$ cat config.mk
export PLATFORM = sky130hd
export DESIGN_NAME = maze_map_ctrl_flat
export DESIGN_NICKNAME = d
export VERILOG_FILES = /design/src/rtl/maze_map_ctrl_if.sv /design/src/rtl/maze_map_ctrl.sv /design/src/flat_wrapper.sv
export SDC_FILE = /design/constraint.sdc
export NUM_CORES = 2
export LEC_CHECK = 0
export ABC_AREA = 1
export CORE_AREA = 2 2 482 484
export DETAILED_ROUTE_END_ITERATION = 12
export DIE_AREA = 0 0 484 486
export SKIP_CTS_REPAIR_TIMING = 1
export SYNTH_ARGS = -nofsm -noshare
export SYNTH_HDL_FRONTEND = slang
export SYNTH_SLANG_ARGS = --single-unit
$ cat constraint.sdc
create_clock -name i_Clk -period 3.8 [get_ports i_Clk]
set_input_delay 0.57 -clock i_Clk [delete_from_list [all_inputs] [get_ports i_Clk]]
set_output_delay 0.57 -clock i_Clk [all_outputs]
set_load 0.01 [all_outputs]
$ cat src/rtl/maze_map_ctrl_if.sv
// rtl/maze_map_ctrl_if.sv - two-requester single-cell write port for the maze map controller
interface maze_map_ctrl_if;
   logic       i_Req0;
   logic [5:0] i_X0;
   logic [4:0] i_Y0;
   logic       i_Val0;
   logic       i_Req1;
   logic [5:0] i_X1;
   logic [4:0] i_Y1;
   logic       i_Val1;
   logic       o_Gnt0;
   logic       o_Gnt1;
   logic       o_Err;

   modport master (
      output i_Req0, i_X0, i_Y0, i_Val0,
      output i_Req1, i_X1, i_Y1, i_Val1,
      input  o_Gnt0, o_Gnt1, o_Err
   );

   modport slave (
      input  i_Req0, i_X0, i_Y0, i_Val0,
      input  i_Req1, i_X1, i_Y1, i_Val1,
      output o_Gnt0, o_Gnt1, o_Err
   );
endinterface

$ cat src/rtl/maze_map_ctrl.sv
// rtl/maze_map_ctrl.sv - maze cell map owner: blank-gated round-robin writes and clear sweep
// Optional MAP_WRITE_ANYTIME_EN: ignore i_VBlank and keep the write window always open.
module maze_map_ctrl #(
   parameter int   COLS    = 40,
   parameter int   ROWS    = 30,
   parameter logic CLR_VAL = 1'b1
) (
   input  logic                 i_Clk,
   input  logic                 i_Rst,
   input  logic [1:0]           i_MazeLevel,
   input  logic                 i_VBlank,
   input  logic                 i_Clear,
   maze_map_ctrl_if.slave       bus,
   output logic                 o_Busy,
   output logic [COLS*ROWS-1:0] o_MazeMap
);
   localparam int MAP_W = COLS * ROWS;
   localparam int IDX_W = $clog2(MAP_W);
   localparam int CTR_W = $clog2(ROWS);

   typedef enum logic [1:0] {S_CLEAR, S_IDLE, S_ACK} state_t;

   state_t           state;
   logic [CTR_W-1:0] row_ctr;
   logic             rr_ptr;
   logic             clr_pend;

   logic             window;
   logic             any_req;
   logic             win1;
   logic [5:0]       sel_x;
   logic [4:0]       sel_y;
   logic             sel_val;
   logic [6:0]       lim_x;
   logic [5:0]       lim_y;
   logic             in_bounds;
   logic [IDX_W-1:0] cell_idx;
   logic [IDX_W-1:0] row_base;

`ifdef MAP_WRITE_ANYTIME_EN
   assign window = 1'b1;
`else
   assign window = i_VBlank;
`endif

   // A sole requester wins outright; the RR pointer only breaks ties.
   assign any_req = bus.i_Req0 | bus.i_Req1;
   assign win1    = bus.i_Req1 & (~bus.i_Req0 | rr_ptr);
   assign sel_x   = win1 ? bus.i_X1   : bus.i_X0;
   assign sel_y   = win1 ? bus.i_Y1   : bus.i_Y0;
   assign sel_val = win1 ? bus.i_Val1 : bus.i_Val0;

   always_comb begin
      lim_x = 7'(COLS);
      lim_y = 6'(ROWS);
      case (i_MazeLevel)
         2'b00:   begin lim_x = 7'd16; lim_y = 6'd12; end
         2'b01:   begin lim_x = 7'd32; lim_y = 6'd24; end
         default: begin lim_x = 7'(COLS); lim_y = 6'(ROWS); end
      endcase
   end

   assign in_bounds = ({1'b0, sel_x} < lim_x) && ({1'b0, sel_y} < lim_y) &&
                      ({1'b0, sel_x} < 7'(COLS)) && ({1'b0, sel_y} < 6'(ROWS));
   assign cell_idx  = IDX_W'(sel_y) * IDX_W'(COLS) + IDX_W'(sel_x);
   assign row_base  = IDX_W'(row_ctr) * IDX_W'(COLS);

   always_ff @(posedge i_Clk or negedge i_Rst) begin
      if (!i_Rst) begin
         state      <= S_CLEAR;
         row_ctr    <= '0;
         rr_ptr     <= 1'b0;
         clr_pend   <= 1'b0;
         bus.o_Gnt0 <= 1'b0;
         bus.o_Gnt1 <= 1'b0;
         bus.o_Err  <= 1'b0;
         o_Busy     <= 1'b1;
         o_MazeMap  <= '0;
      end else begin
         bus.o_Gnt0 <= 1'b0;
         bus.o_Gnt1 <= 1'b0;
         bus.o_Err  <= 1'b0;
         // Busy trails the state by one edge so it drops on the first S_IDLE edge.
         o_Busy     <= (state == S_CLEAR);
         case (state)
            S_CLEAR: begin
               o_MazeMap[row_base +: COLS] <= {COLS{CLR_VAL}};
               if (i_Clear) begin
                  row_ctr <= '0;
               end else if (row_ctr == CTR_W'(ROWS - 1)) begin
                  row_ctr <= '0;
                  state   <= S_IDLE;
               end else begin
                  row_ctr <= row_ctr + 1'b1;
               end
            end
            S_IDLE: begin
               if (i_Clear || clr_pend) begin
                  clr_pend <= 1'b0;
                  row_ctr  <= '0;
                  state    <= S_CLEAR;
               end else if (window && any_req) begin
                  bus.o_Gnt0 <= ~win1;
                  bus.o_Gnt1 <= win1;
                  rr_ptr     <= ~win1;
                  if (in_bounds) o_MazeMap[cell_idx] <= sel_val;
                  else           bus.o_Err <= 1'b1;
                  state      <= S_ACK;
               end
            end
            S_ACK: begin
               if (i_Clear) clr_pend <= 1'b1;
               state <= S_IDLE;
            end
            default: state <= S_IDLE;
         endcase
      end
   end
endmodule

$ cat src/flat_wrapper.sv
// flat-port wrapper written by rule: the top's interface ports become plain ports
module maze_map_ctrl_flat 
#(
   parameter int   COLS    = 40,
   parameter int   ROWS    = 30,
   parameter logic CLR_VAL = 1'b1
)
  (i_Clk, i_Rst, i_MazeLevel, i_VBlank, i_Clear, o_Busy, o_MazeMap, bus_i_Req0, bus_i_X0, bus_i_Y0, bus_i_Val0, bus_i_Req1, bus_i_X1, bus_i_Y1, bus_i_Val1, bus_o_Gnt0, bus_o_Gnt1, bus_o_Err);
  maze_map_ctrl_if bus_i ();
  input  logic i_Clk;
  input  logic i_Rst;
  input  logic [1:0] i_MazeLevel;
  input  logic i_VBlank;
  input  logic i_Clear;
  output logic o_Busy;
  output logic [COLS*ROWS-1:0] o_MazeMap;
  input wire logic [$bits(bus_i.i_Req0)-1:0] bus_i_Req0;
  input wire logic [$bits(bus_i.i_X0)-1:0] bus_i_X0;
  input wire logic [$bits(bus_i.i_Y0)-1:0] bus_i_Y0;
  input wire logic [$bits(bus_i.i_Val0)-1:0] bus_i_Val0;
  input wire logic [$bits(bus_i.i_Req1)-1:0] bus_i_Req1;
  input wire logic [$bits(bus_i.i_X1)-1:0] bus_i_X1;
  input wire logic [$bits(bus_i.i_Y1)-1:0] bus_i_Y1;
  input wire logic [$bits(bus_i.i_Val1)-1:0] bus_i_Val1;
  output wire logic [$bits(bus_i.o_Gnt0)-1:0] bus_o_Gnt0;
  output wire logic [$bits(bus_i.o_Gnt1)-1:0] bus_o_Gnt1;
  output wire logic [$bits(bus_i.o_Err)-1:0] bus_o_Err;
  assign bus_i.i_Req0 = bus_i_Req0;
  assign bus_i.i_X0 = bus_i_X0;
  assign bus_i.i_Y0 = bus_i_Y0;
  assign bus_i.i_Val0 = bus_i_Val0;
  assign bus_i.i_Req1 = bus_i_Req1;
  assign bus_i.i_X1 = bus_i_X1;
  assign bus_i.i_Y1 = bus_i_Y1;
  assign bus_i.i_Val1 = bus_i_Val1;
  assign bus_o_Gnt0 = bus_i.o_Gnt0;
  assign bus_o_Gnt1 = bus_i.o_Gnt1;
  assign bus_o_Err = bus_i.o_Err;
  maze_map_ctrl #(.COLS(COLS), .ROWS(ROWS), .CLR_VAL(CLR_VAL)) u_core (.i_Clk(i_Clk), .i_Rst(i_Rst), .i_MazeLevel(i_MazeLevel), .i_VBlank(i_VBlank), .i_Clear(i_Clear), .bus(bus_i), .o_Busy(o_Busy), .o_MazeMap(o_MazeMap));
endmodule
==> flow_summary.yaml <==
run:
  cap_violations: 0
grt:
  grt_max_degree: 194
  grt_pass1_vias: 86600
  track_usage_pct: 37.4
  grt_pass1_wl_mm: 642
  antenna_found_initial: 38
  globalRouteOverflowTotal: 0
min_path:
  hold_path.class: "input port to async pin"
setup_path:
  worstPathCellList: "inv_2 -> nand2_4 -> nand2_4 -> nand2_2 -> o21a_4 -> buf_4 -> nor2_2 -> ha_2 -> fa_2 -> buf_4 -> xor2_1 -> nand2_1 -> nor2_4 -> buf_12 -> inv_1 -> nor2_4 -> buf_12 -> clkbuf_16 -> nand4_1 -> nand2_1 -> nand2_1 -> nand2_1"
  worstPathRequired_ns: 4.54
  cp-endpoint: "u_core.o_MazeMap[711]$_DFFE_PN0P_"
  crit_path_max_incr_delay_ns: 0.45
  r2r_end: "u_core.o_MazeMap[711]$_DFFE_PN0P_"
  r2r_start: "u_core.rr_ptr$_DFFE_PN0P_"
  start_kind: "flop"
  end_kind: "flop"
  path_max_fanout: 16
  crit_start: "u_core.rr_ptr$_DFFE_PN0P_"
  r2r_cells: 22
  ff2ff_setup_slack_ns: -0.06
  critPathBufInv: 7
  crit_family: "simple AND/OR/NAND/NOR gates"
  crit_arrival_ns: 4.61
  slowest_stage: "fa_2"
  criticalPathCategory: "flop to flop"
  path_common_cell: "nand2_1"
  crit_cells: 22
logic_synthesis:
  ys_types: 44
  syn_inst: 12500
  ys_ff_latch: 1213
  syn_nets: 12600
  yosysTopAreaCellShare_pct: 37.8
  avgSynthCellArea_um2: 6.40
  yosysTopAreaCell: "dfrtp_1"
  synth_area_leaders: "dfrtp_1, nand2_1, nand4_1"
  ys.warnings.count: 0
  syn_area_um2: 80200
  ys_seq_area_share_pct: 37.8
timing:
  fin_setup_tns_ns: -0.279
  fin_skew_ns: 0.0298
  slew_headroom_pct: 3.14
  rsz0062_at_grt: "true"
  min_period_ns: 3.86
  worst_slack_ns: -0.0624
  post-route-period-util_pct: 102
  worst_slew_pin_slew_ns: 1.45
  fmax_mhz: 259
  finalSetupViolations: 17
  report.final.hold_viol_count: 0
  slew_violations: 0
route:
  via_per_inst: 5.68
  drc: 0
  wl_met2_mm: 194
  wl_met3_mm: 61.0
  top_layer: "met5"
  wirelength_mm: 480
  wl_met1_mm: 186
  drt_iter0_drc: 14800
  drtAntennaViolNets: 0
  post_drt_wl_per_cell_um: 27.7
  first_pass_iters: 8
  vias: 98500
outcome:
  violations: "setup timing"
  status: "finished, violations left"
cts:
  clock-root-buffer: "clkbuf_16"
  cts.clk_slew.worst_paths_ns: 0.06
  htreeDepth: 4
  clock_latency_ns: 0.83
  numCtsBuffers: 155
  clockBufferDepth: 3
  cts_tree: "done"
  clock-sinks: 1213
cells_and_area:
  multiInputGateArea_um2: 41000
  postLayoutCoreUtil_pct: 50.8
  fillers: 22500
  drive_gt1_share_pct: 13.2
  regArea_um2: 30400
  layout_commonest_cell: "nand2_1"
  layout_common_cells: "nand2_1, nand4_1, inv_1"
  finalNetCount: 14200
  design_area_um2: 116000
  syn_to_final_growth_pct: 45.2
pwr:
  power_leakage_nw: 62.0
  p_total_mw: 78.1
  p_per_area_nw_per_um2: 671
  irDropWorstVdd_uv: 470
die:
  die_area_um2: 235000
  row_count: 176
  die_w_um: 484
  dieHeight_um: 486
  start_util_pct: 35.0
  ios: 1236
  fp.coreArea_um2: 229000
placement:
  place_area_um2: 107000
  pre_cts_ws_ns: -0.878
  gp_congestion: 0.949
  dp_hpwl_mm: 323
  portBuffers: 1235
worst min path at each step:
stage / depth (start not counted) / slack, ns / start / to
after global placement: 1 / 0.43 / u_core.state[0]$_DFFE_PN0P_ / u_core.o_Busy$_DFF_PN1_
after CTS: 1 / -0.27 / i_Rst / u_core.o_MazeMap[101]$_DFFE_PN0P_
final: 2 / 0.37 / i_Rst / u_core.o_MazeMap[101]$_DFFE_PN0P_
after floorplan: 0 / 0.27 / i_Rst / u_core.bus.o_Err$_DFF_PN0_
after detailed placement: 1 / 0.44 / u_core.state[0]$_DFFE_PN0P_ / u_core.o_Busy$_DFF_PN1_
after global routing: 4 / 0.37 / bus_i_Req1 / u_core.bus.o_Gnt1$_DFF_PN0_
per-stage QoR:
stage               hold WS (ns)  instances
finish                     0.373      17300
global route               0.372      17300
CTS                       -0.266      17200
detailed placement         0.444      16900
global placement           0.426      16900
floorplan                  0.274      12500
power by group:
group	leakage [nW]	total, mW	internal [mW]	switching [mW]
Clock	2.50	15.2	8.69	6.55
Sequential	13.7	25.4	18.5	6.86
Combinational	45.8	37.5	17.8	19.7
Total	62.0	78.1	45.0	33.1
cells by family (layout without fill, tap and decap cells):
family	count (synthesis)	count (layout)	share of synthesized area (%)
and+or+nand+nor	7511	7512	41.0
adders and majority gates	26	26	0.434
other	0	24	0
buffers and inverters	2550	4302	12.8
xor gates and xnor gates	13	13	0.170
AOI/OAI and AO/OA	1224	1224	7.72
DFF	1213	1213	37.8
worst reg2reg max path: cells and delay by family (launching register included):
family	cells	cell delay, ns
AOI/OAI and AO/OA	1	0.13
xor gates and xnor gates	1	0.27
adders and majority gates	2	0.64
buffers and inverters	7	1.08
DFF	1	0.38
and+or+nand+nor	11	1.30
cell usage after synthesis, drive strengths merged:
cell type and instances:
a21oi 526, nor3 23, fa 3, o21a 1, nand2 5517, and2 1
o22ai 9, dfrtp 1212, nand4 1707, nand3 95, nor2 161, clkbuf 428
ha 23, a21boi 1, a221o 1, o21ai 685, inv 1493, buf 611
nand3b 1, xor2 8, or2 6, xnor2 5, o211ai 1, dfstp 1
clkinv 18
final cells by class:
cell class                 instances  share of cell area [%]
antenna                           24                  0.0516
clock buffer                     221                    3.88
clock inverter                    51                   0.469
inverter                        1511                    4.89
multi-input combinational       8775                    35.2
sequential                      1213                    26.1
tap                             3026                    3.25
timing repair buffer            2519                    26.2
sequential cells by signal, summed over array words and instances, names as in the netlist:
| register | flops |
|---|---|
| u_core.bus.o_Err | 1 |
| u_core.bus.o_Gnt0 | 1 |
| u_core.bus.o_Gnt1 | 1 |
| u_core.clr_pend | 1 |
| u_core.o_Busy | 1 |
| u_core.o_MazeMap | 1200 |
| u_core.row_ctr | 5 |
| u_core.rr_ptr | 1 |
| u_core.state | 2 |
metal layers:
metal | track usage, % | vias to the layer above
met2 | 53.1 | 7123
met3 | 10.0 | 1692
li1 | - | 43800
met5 | 0 | -
met1 | 49.6 | 45900
met4 | 25.1 | 22
(Power assumes the default switching activity.)
